$ cat config.mk
export PLATFORM = sky130hd
export DESIGN_NAME = approx_adder_err_sweep
export DESIGN_NICKNAME = d
export VERILOG_FILES = /design/src/rtl/approx_adder_pkg.sv /design/src/rtl/approx_rc_adder.sv /design/src/rtl/approx_adder_err_sweep.sv
export SDC_FILE = /design/constraint.sdc
export NUM_CORES = 1
export LEC_CHECK = 0
export ABC_AREA = 1
export BUFFER_PORTS_ARGS = -buffer_cell sky130_fd_sc_hd__buf_4
export CAP_MARGIN = 20
export CORE_MARGIN = 3
export CORE_UTILIZATION = 45
export CTS_CLUSTER_SIZE = 10
export DETAILED_ROUTE_END_ITERATION = 16
export HOLD_SLACK_MARGIN = 0.05
export PLACE_DENSITY = 0.72
export SLEW_MARGIN = 25
export SYNTH_ARGS = -nofsm -noshare
export SYNTH_HDL_FRONTEND = slang
export SYNTH_HIERARCHICAL = 1
export SYNTH_SLANG_ARGS = --single-unit
$ cat constraint.sdc
create_clock -name clk -period 4.65 [get_ports clk]
set_input_delay 0.93 -clock clk [delete_from_list [all_inputs] [get_ports clk]]
set_output_delay 0.93 -clock clk [all_outputs]
set_load 0.02 [all_outputs]
$ cat src/rtl/approx_adder_pkg.sv
// Shared types and helpers for the approximate-adder error sweep.
// Holds the controller state encoding, the approximate cell and the counter width.
package approx_adder_pkg;

  typedef enum logic [1:0] {
    IDLE,
    RUN,
    DRAIN,
    DONE
  } state_t;

  // Sweep index covers both operands, so it is twice the operand width.
  function automatic int unsigned cnt_w(input int unsigned w);
    return 2 * w;
  endfunction

  // Returns {cout, s}; x = a bit, y = b bit, z = carry in.
  function automatic logic [1:0] approx_cell(input logic x, input logic y, input logic z);
    logic s;
    s = (~x & (y | z)) | (x & y & z);
    return {x, s};
  endfunction

endpackage

$ cat src/rtl/approx_rc_adder.sv
// Combinational ripple-carry adder: K approximate LSB cells followed by exact
// full adders, producing a W+1-bit unsigned sum with carry-in fixed at 0.
module approx_rc_adder
  import approx_adder_pkg::*;
#(
  parameter int W = 16,
  parameter int K = 6
) (
  input  logic [W-1:0] a,
  input  logic [W-1:0] b,
  output logic [W:0]   sum
);

  logic [W:0]   c;
  logic [W-1:0] s;

  assign c[0] = 1'b0;

  for (genvar i = 0; i < W; i++) begin : g_cell
    if (i < K) begin : g_apx
      assign {c[i+1], s[i]} = approx_cell(a[i], b[i], c[i]);
    end else begin : g_ex
      assign s[i]   = a[i] ^ b[i] ^ c[i];
      assign c[i+1] = (a[i] & b[i]) | (c[i] & (a[i] ^ b[i]));
    end
  end

  assign sum = {c[W], s};

endmodule

$ cat src/rtl/approx_adder_err_sweep.sv
// Exhaustive error sweep of approx_rc_adder against an exact adder: reports
// max |approx - exact|, the first operand pair reaching it, and the mismatch count.
module approx_adder_err_sweep
  import approx_adder_pkg::*;
#(
  parameter int W = 16,
  parameter int K = 6
) (
  input  logic           clk,
  input  logic           rst,
  input  logic           start,
  output logic           busy,
  output logic           done,
  output logic [W:0]     max_err,
  output logic [W-1:0]   max_a,
  output logic [W-1:0]   max_b,
  output logic [2*W:0]   err_count
);

  localparam int unsigned CW = cnt_w(W);

  state_t        state;
  logic [CW-1:0] idx;
  logic [W-1:0]  cur_a;
  logic [W-1:0]  cur_b;
  logic [W:0]    apx_sum;
  logic [W:0]    ex_sum;
  logic          accept;

  logic          s1_valid;
  logic [W:0]    s1_apx;
  logic [W:0]    s1_ex;
  logic [W-1:0]  s1_a;
  logic [W-1:0]  s1_b;
  logic [W:0]    err;

  always_comb begin
    cur_a  = idx[W-1:0];
    cur_b  = idx[CW-1:W];
    ex_sum = {1'b0, cur_a} + {1'b0, cur_b};
    accept = start && ((state == IDLE) || (state == DONE));
  end

  approx_rc_adder #(
    .W(W),
    .K(K)
  ) u_adder (
    .a  (cur_a),
    .b  (cur_b),
    .sum(apx_sum)
  );

  always_ff @(posedge clk) begin
    if (rst) begin
      state <= IDLE;
      busy  <= 1'b0;
      done  <= 1'b0;
      idx   <= '0;
    end else begin
      case (state)
        IDLE: begin
          if (accept) begin
            state <= RUN;
            busy  <= 1'b1;
            idx   <= '0;
          end
        end
        RUN: begin
          idx <= idx + CW'(1);
          if (idx == '1) state <= DRAIN;
        end
        DRAIN: begin
          state <= DONE;
          busy  <= 1'b0;
          done  <= 1'b1;
        end
        DONE: begin
          done <= 1'b0;
          if (accept) begin
            state <= RUN;
            busy  <= 1'b1;
            idx   <= '0;
          end else begin
            state <= IDLE;
          end
        end
        default: begin
          state <= IDLE;
          busy  <= 1'b0;
          done  <= 1'b0;
        end
      endcase
    end
  end

  always_ff @(posedge clk) begin
    if (rst) begin
      s1_valid <= 1'b0;
      s1_apx   <= '0;
      s1_ex    <= '0;
      s1_a     <= '0;
      s1_b     <= '0;
    end else begin
      s1_valid <= (state == RUN);
      s1_apx   <= apx_sum;
      s1_ex    <= ex_sum;
      s1_a     <= cur_a;
      s1_b     <= cur_b;
    end
  end

  always_comb begin
    err = (s1_apx >= s1_ex) ? (s1_apx - s1_ex) : (s1_ex - s1_apx);
  end

  // Stage 1 is never valid while a start can be accepted, so clearing wins cleanly.
  always_ff @(posedge clk) begin
    if (rst || accept) begin
      max_err   <= '0;
      max_a     <= '0;
      max_b     <= '0;
      err_count <= '0;
    end else if (s1_valid) begin
      if (err > max_err) begin
        max_err <= err;
        max_a   <= s1_a;
        max_b   <= s1_b;
      end
      if (err != '0) err_count <= err_count + (2*W+1)'(1);
    end
  end

endmodule

Word level (Yosys, flattened, before mapping):

Cells that the tools add are included.

* bits in registers: 185
* bits of input ports: 3
* output and inout port bits: 84
* word-level logic and storage cells: 133

* add/sub/neg operators: 5
* magnitude comparators: 2
* equality and inequality tests: 7
* mux-type cells: 10
* bitwise logic cells: 82
* reductions and logical operators: 14

Operators with widths (count)
* case mux 32 bit (2 select lines): 1
* bitwise AND 1 bit: 36
* subtractor 17 bit: 2
* adder 33 x 1 -> 33 bit (second input constant): 1
* adder 32 x 1 -> 32 bit (second input constant): 1
* equality test 32 bit (second input constant): 1
* two-way mux 32 bit: 1
* OR 1 bit: 20
* XOR 1 bit: 20
* adder 16 x 16 -> 17 bit: 1
* >= comparator 17 bit: 1
* greater-than comparator 17 bit: 1
* two-way mux 17 bit: 1
* nonzero test 17 bit: 1
* AND reduction 2 bit: 5
* case mux 2 bit (4 select lines): 1
* inverter 1 bit: 6
* nonzero test 2 bit: 3
* equality test 2 bit (second input constant): 2
* two-way mux 2 bit: 2
* != test 2 bit (second input constant): 2
* case mux 1 bit (2 select lines): 2
* equality test 2 x 1 -> 1 bit (second input constant): 1
* logical NOT 2 bit: 1
* 5 further kinds: 7

Depth between registers and ports, before layout:

* depth in word-level cells: 21
* gate-level depth with buffers: 27
* gate-level depth less buffers: 24

Modules after synthesis:

The synthesis kept the hierarchy.

By module, submodules not included
* approx_adder_err_sweep: instances 1, cells each 1600, area an instance 10742.8 um^2, sequential area each 3703.6 um^2
* approx_rc_adder: instances 1, cells each 37, area an instance 307.8 um^2, sequential area each 0.0 um^2

Worst setup path after synthesis:

OpenSTA, ideal clock, no wires.

* path kind: register to register
* from: register idx[5]
* to: register s1_apx[15]
* library setup time: 65 ps
* arrival: 4242 ps
* data required time: 4585 ps
* setup slack: 343 ps
* cell stages (with the launch flop): 17
* buffers on the path: 0
* clock period less this slack: 4307 ps
* cells stage by stage: dfxtp_1 -> fa_1 -> fa_1 -> fa_1 -> fa_1 -> fa_1 -> fa_1 -> fa_1 -> inv_1 -> fa_1 -> inv_1 -> fa_1 -> inv_1 -> fa_1 -> inv_1 -> inv_1 -> nor2_1

* cells in the longest elaborated chain, start to end: 19

Ends and longest elaborated chain
* start, declared: line approx_adder_err_sweep.sv:23 `logic [CW-1:0] idx;`
* start signal, assigned: line approx_adder_err_sweep.sv:69 `idx <= idx + CW'(1);`
* bitwise AND 1 bit: line approx_rc_adder.sv:24 `assign c[i+1] = (a[i] & b[i]) | (c[i] & (a[i] ^ b[i]));`
* OR 1 bit: line approx_rc_adder.sv:24
* bitwise AND 1 bit: line approx_rc_adder.sv:24
* OR 1 bit: line approx_rc_adder.sv:24
* bitwise AND 1 bit: line approx_rc_adder.sv:24
* OR 1 bit: line approx_rc_adder.sv:24
* bitwise AND 1 bit: line approx_rc_adder.sv:24
* OR 1 bit: line approx_rc_adder.sv:24
* [... 4 more ...]
* bitwise AND 1 bit: line approx_rc_adder.sv:24
* OR 1 bit: line approx_rc_adder.sv:24
* bitwise AND 1 bit: line approx_rc_adder.sv:24
* OR 1 bit: line approx_rc_adder.sv:24
* bitwise AND 1 bit: line approx_rc_adder.sv:24
* OR 1 bit: line approx_rc_adder.sv:24
* XOR 1 bit: line approx_rc_adder.sv:23 `assign s[i] = a[i] ^ b[i] ^ c[i];`
* via apx_sum[15]: line approx_adder_err_sweep.sv:26 `logic [W:0] apx_sum;`
* end signal, assigned: line approx_adder_err_sweep.sv:105 `s1_apx <= apx_sum;`
* end, declared: line approx_adder_err_sweep.sv:31 `logic [W:0] s1_apx;`

The timed path passes the listed nets, and every way through them passes these cells.
A chain may end at the register's enable or synchronous reset.

Final worst setup path:

Ends and elaborated chain as after synthesis.

==> impl_metrics.xml <==
<?xml version="1.0" encoding="UTF-8"?>
<metrics>
  <group name="cts">
    <metric name="source_to_sink_clock_delay_at_the_later_pin_of_the_worst_skew_pair" unit="ps">440</metric>
    <metric name="clk_transition_reported_paths" unit="ps">80</metric>
    <metric name="post_cts_resized" unit="">0</metric>
    <metric name="h_tree_levels" unit="">4</metric>
    <metric name="ctsLongestPathBuffers" unit="">2</metric>
    <metric name="cts-buffers-inserted" unit="">17</metric>
    <metric name="hold_buffers" unit="">0</metric>
    <metric name="tritoncts" unit="">built</metric>
    <metric name="clock-sinks" unit="">185</metric>
    <metric name="post-cts-setup-buffer-count" unit="">0</metric>
    <metric name="cts.root.buffer_cell" unit="">clkbuf_16</metric>
  </group>
  <group name="global_route">
    <metric name="globalRouteMet3Util" unit="">0.0298</metric>
    <metric name="groute.layer.met2.usage" unit="">0.366</metric>
    <metric name="initial_antenna_violation_count" unit="">0</metric>
    <metric name="global_route_wire_length_before_repair" unit="mm">46.7</metric>
    <metric name="met1_global_route_usage" unit="">0.273</metric>
    <metric name="grt-ovfl-total" unit="">0</metric>
    <metric name="number_of_global_route_vias_before_repair" unit="">9711</metric>
    <metric name="track_usage" unit="">0.212</metric>
    <metric name="largest_net_degree_at_the_start_of_global_routing" unit="">69</metric>
    <metric name="grt-busiest-layer" unit="">met2</metric>
  </group>
  <group name="yosys">
    <metric name="synth_top_cell_area_share" unit="">0.335</metric>
    <metric name="top_cells_by_instance_count_after_synthesis" unit="">371 x nand2_1, 277 x inv_1, 186 x nor2_1</metric>
    <metric name="avgSynthCellArea" unit="um2">6.75</metric>
    <metric name="synth-edff-count" unit="">0</metric>
    <metric name="yosys_register_bits" unit="">185</metric>
    <metric name="synthArstFlopShare" unit="">0</metric>
    <metric name="netlist.top_cell.by_area" unit="">dfxtp_1</metric>
    <metric name="synth.yosys.seq_area_share" unit="">0.335</metric>
    <metric name="synth_top_cells_by_area" unit="">dfxtp_1 34%, nand2_1 13%, inv_1 9.4%</metric>
    <metric name="synth_most_common_cell" unit="">nand2_1</metric>
    <metric name="synth_top_flop_cell" unit="">dfxtp_1</metric>
    <metric name="synthesis.area" unit="um2">11100</metric>
    <metric name="synth_cell_type_count" unit="">49</metric>
    <metric name="yosysWarnings" unit="">6</metric>
    <metric name="net_count_synth" unit="">1725</metric>
    <metric name="synth_cells" unit="">1637</metric>
  </group>
  <group name="layout">
    <metric name="layout_cell_share_with_drive_strength_beyond_1" unit="">0.101</metric>
    <metric name="final_area" unit="um2">12600</metric>
    <metric name="final_net_count" unit="">1795</metric>
    <metric name="n_fill_cell" unit="">2364</metric>
    <metric name="n_antenna_cell" unit="">0</metric>
    <metric name="area.sequential" unit="um2">3700</metric>
    <metric name="fin_util" unit="">0.527</metric>
    <metric name="area.growth.synth_to_final" unit="%">13.7</metric>
    <metric name="multiInputGateArea" unit="um2">6040</metric>
  </group>
  <group name="die">
    <metric name="die-area" unit="um2">26500</metric>
    <metric name="die-width" unit="um">163</metric>
    <metric name="chipHeight" unit="um">163</metric>
    <metric name="io_pins" unit="">87</metric>
    <metric name="std_cell_rows" unit="">56</metric>
    <metric name="core_region_area" unit="um2">23800</metric>
    <metric name="initial_utilization" unit="">0.464</metric>
  </group>
  <group name="timing">
    <metric name="final-max-slew-violation-count" unit="">0</metric>
    <metric name="final_min_period_over_clock_period" unit="">0.942</metric>
    <metric name="setup_viol" unit="">0</metric>
    <metric name="relSlewSlack" unit="">0.505</metric>
    <metric name="fmaxAchievable" unit="MHz">228</metric>
    <metric name="unrepaired_setup_endpoints_after_global_routing" unit="">false</metric>
    <metric name="min_period" unit="ps">4380</metric>
    <metric name="final.setup.worst_slack" unit="ps">270</metric>
    <metric name="tightestPinTransition" unit="ps">736</metric>
    <metric name="setup_tns" unit="ps">0</metric>
    <metric name="timing.clock.skew" unit="ps">17.8</metric>
    <metric name="hold_viol" unit="">0</metric>
  </group>
  <group name="placement">
    <metric name="dpl_cell_area" unit="um2">11900</metric>
    <metric name="finalWeightedCongestion" unit="">0.952</metric>
    <metric name="detailed_placer_s_ending_hpwl" unit="mm">21.7</metric>
    <metric name="pre_cts_slack" unit="ps">270</metric>
    <metric name="count_of_buffers_inserted_at_the_top_level_ports" unit="">86</metric>
  </group>
  <group name="setup_path">
    <metric name="timing.setup.critical_path_class" unit="">reg -&gt; reg</metric>
    <metric name="critical_path.most_common_cell" unit="">fa_1</metric>
    <metric name="cp_num_buf_inv" unit="">5</metric>
    <metric name="r2r_cells" unit="">16</metric>
    <metric name="reg2reg_setup_slack" unit="ps">270</metric>
    <metric name="critPathCaptureType" unit="">register</metric>
    <metric name="critical_path.startpoint_type" unit="">register</metric>
    <metric name="cp.arrival" unit="ps">4760</metric>
    <metric name="critPathTopFamily" unit="">adder cells</metric>
    <metric name="worstPathCellList" unit="">fa_1, fa_1, fa_1, fa_1, fa_1, fa_1, fa_1, inv_1, fa_1, inv_1, fa_1, inv_1, fa_1, inv_1, inv_1, nor2_1</metric>
    <metric name="timing.critical_path.slowest_cell_delay" unit="ps">430</metric>
    <metric name="regToRegStartpoint" unit="">idx[5]</metric>
    <metric name="worst-endpoint-required" unit="ps">5030</metric>
    <metric name="r2r_end" unit="">s1_apx[15]</metric>
    <metric name="slowest_stage_cell_cp" unit="">fa_1</metric>
    <metric name="critical_path_peak_fanout" unit="">2</metric>
  </group>
  <group name="min_path">
    <metric name="whs_endpoint" unit="">max_err[14]</metric>
    <metric name="holdCritPathClass" unit="">reg -&gt; reg</metric>
    <metric name="timing.hold.worst.start" unit="">max_err[14]</metric>
    <metric name="worst_hold_path.num_cells" unit="">2</metric>
  </group>
  <group name="detailed_routing">
    <metric name="num_vias" unit="">10419</metric>
    <metric name="drt_iter0_drc" unit="">765</metric>
    <metric name="detail_route.wirelength" unit="mm">28.4</metric>
    <metric name="antenna_violating_nets_post_route" unit="">0</metric>
    <metric name="dr.pass1.iters" unit="">6</metric>
    <metric name="routedWlPerCell" unit="um">13.9</metric>
    <metric name="via_per_inst" unit="">5.11</metric>
    <metric name="drt_drc_violations_left" unit="">0</metric>
  </group>
  <group name="job">
    <metric name="max_cap_viol_count" unit="">0</metric>
  </group>
  <group name="power_and_ir_drop">
    <metric name="powerDensity" unit="nW/um2">447</metric>
    <metric name="vdd_drop_max" unit="uV">574</metric>
    <metric name="p_leak" unit="nW">5.57</metric>
  </group>
  <group name="status">
    <metric name="result_of_the_run" unit="">finished clean</metric>
  </group>
</metrics>
-- registers in the layout, indices dropped and copies added (netlist names) --
name       cells
done           1
state          2
s1_ex         17
s1_apx        17
max_b         16
err_count     33
s1_a          16
max_err       17
idx           32
s1_valid       1
busy           1
s1_b          16
max_a         16
-- routing by layer --
layer  vias up  routed length [um]
li1       5344                   -
met1      4740               12600
met2       279               13700
met3        56                1340
met4         0                 745
met5         -                   0
-- cell type report --
type	instances	share of cell area
multi-input combinational	1122	0.481
sequential	185	0.295
inverter	286	0.0854
timing repair buffer	95	0.0568
clock buffer	17	0.0339
tap	319	0.0318
clock inverter	15	0.0162
-- through the flow --
step                power, mW  instances  hold WS (ps)
finish                   5.62       2039           481
global route             5.98       2039           503
CTS                      5.65       2039           481
detailed placement       4.13       2007           470
global placement         4.07       2007           461
floorplan                3.68       1637           454
-- kinds of logic (layout without fill, tap and decap cells) --
family          after synthesis  in the layout  share of synthesized area
compound gates              246            246                      0.119
xor+xnor                     19             19                     0.0151
fa+ha+maj                    85             85                      0.105
buf+inv                     330            413                      0.119
flops                       185            185                      0.335
simple gates                772            772                      0.307
-- cells in the final DEF (no fill, tap or decap), types with 13 or more instances in the layout --
master,instances
nor3_1,37
nor2_1,185
xor2_1,13
nand2_1,370
clkbuf_16,17
a21oi_1,123
inv_1,277
fa_1,13
nand3_1,91
ha_1,72
dfxtp_1,185
nand4_1,34
buf_4,95
o21ai_0,92
-- worst max-delay path by stage --
stage | start | to | slack [ps] | cells after the start
floorplan | idx[5] | s1_apx[15] | 340 | 16
global placement | idx[5] | s1_apx[15] | 290 | 16
detailed placement | idx[5] | s1_apx[15] | 270 | 16
CTS | idx[5] | s1_apx[15] | 270 | 16
global route | s1_apx[15] | max_err[0] | 20 | 22
finish | idx[5] | s1_apx[15] | 270 | 16
-- power by group --
group	switching (mW)	internal [mW]
clock	0.762	0.748
sequential	0.106	1.74
combinational	1.57	0.699
total	2.44	3.19
-- tightest hold or removal path, cell delays in order, from the launching register on --
cell and delay [ps]:
dfxtp_1 310, inv_1 70, a21oi_1 60
Power figures use the tool's default switching activity.
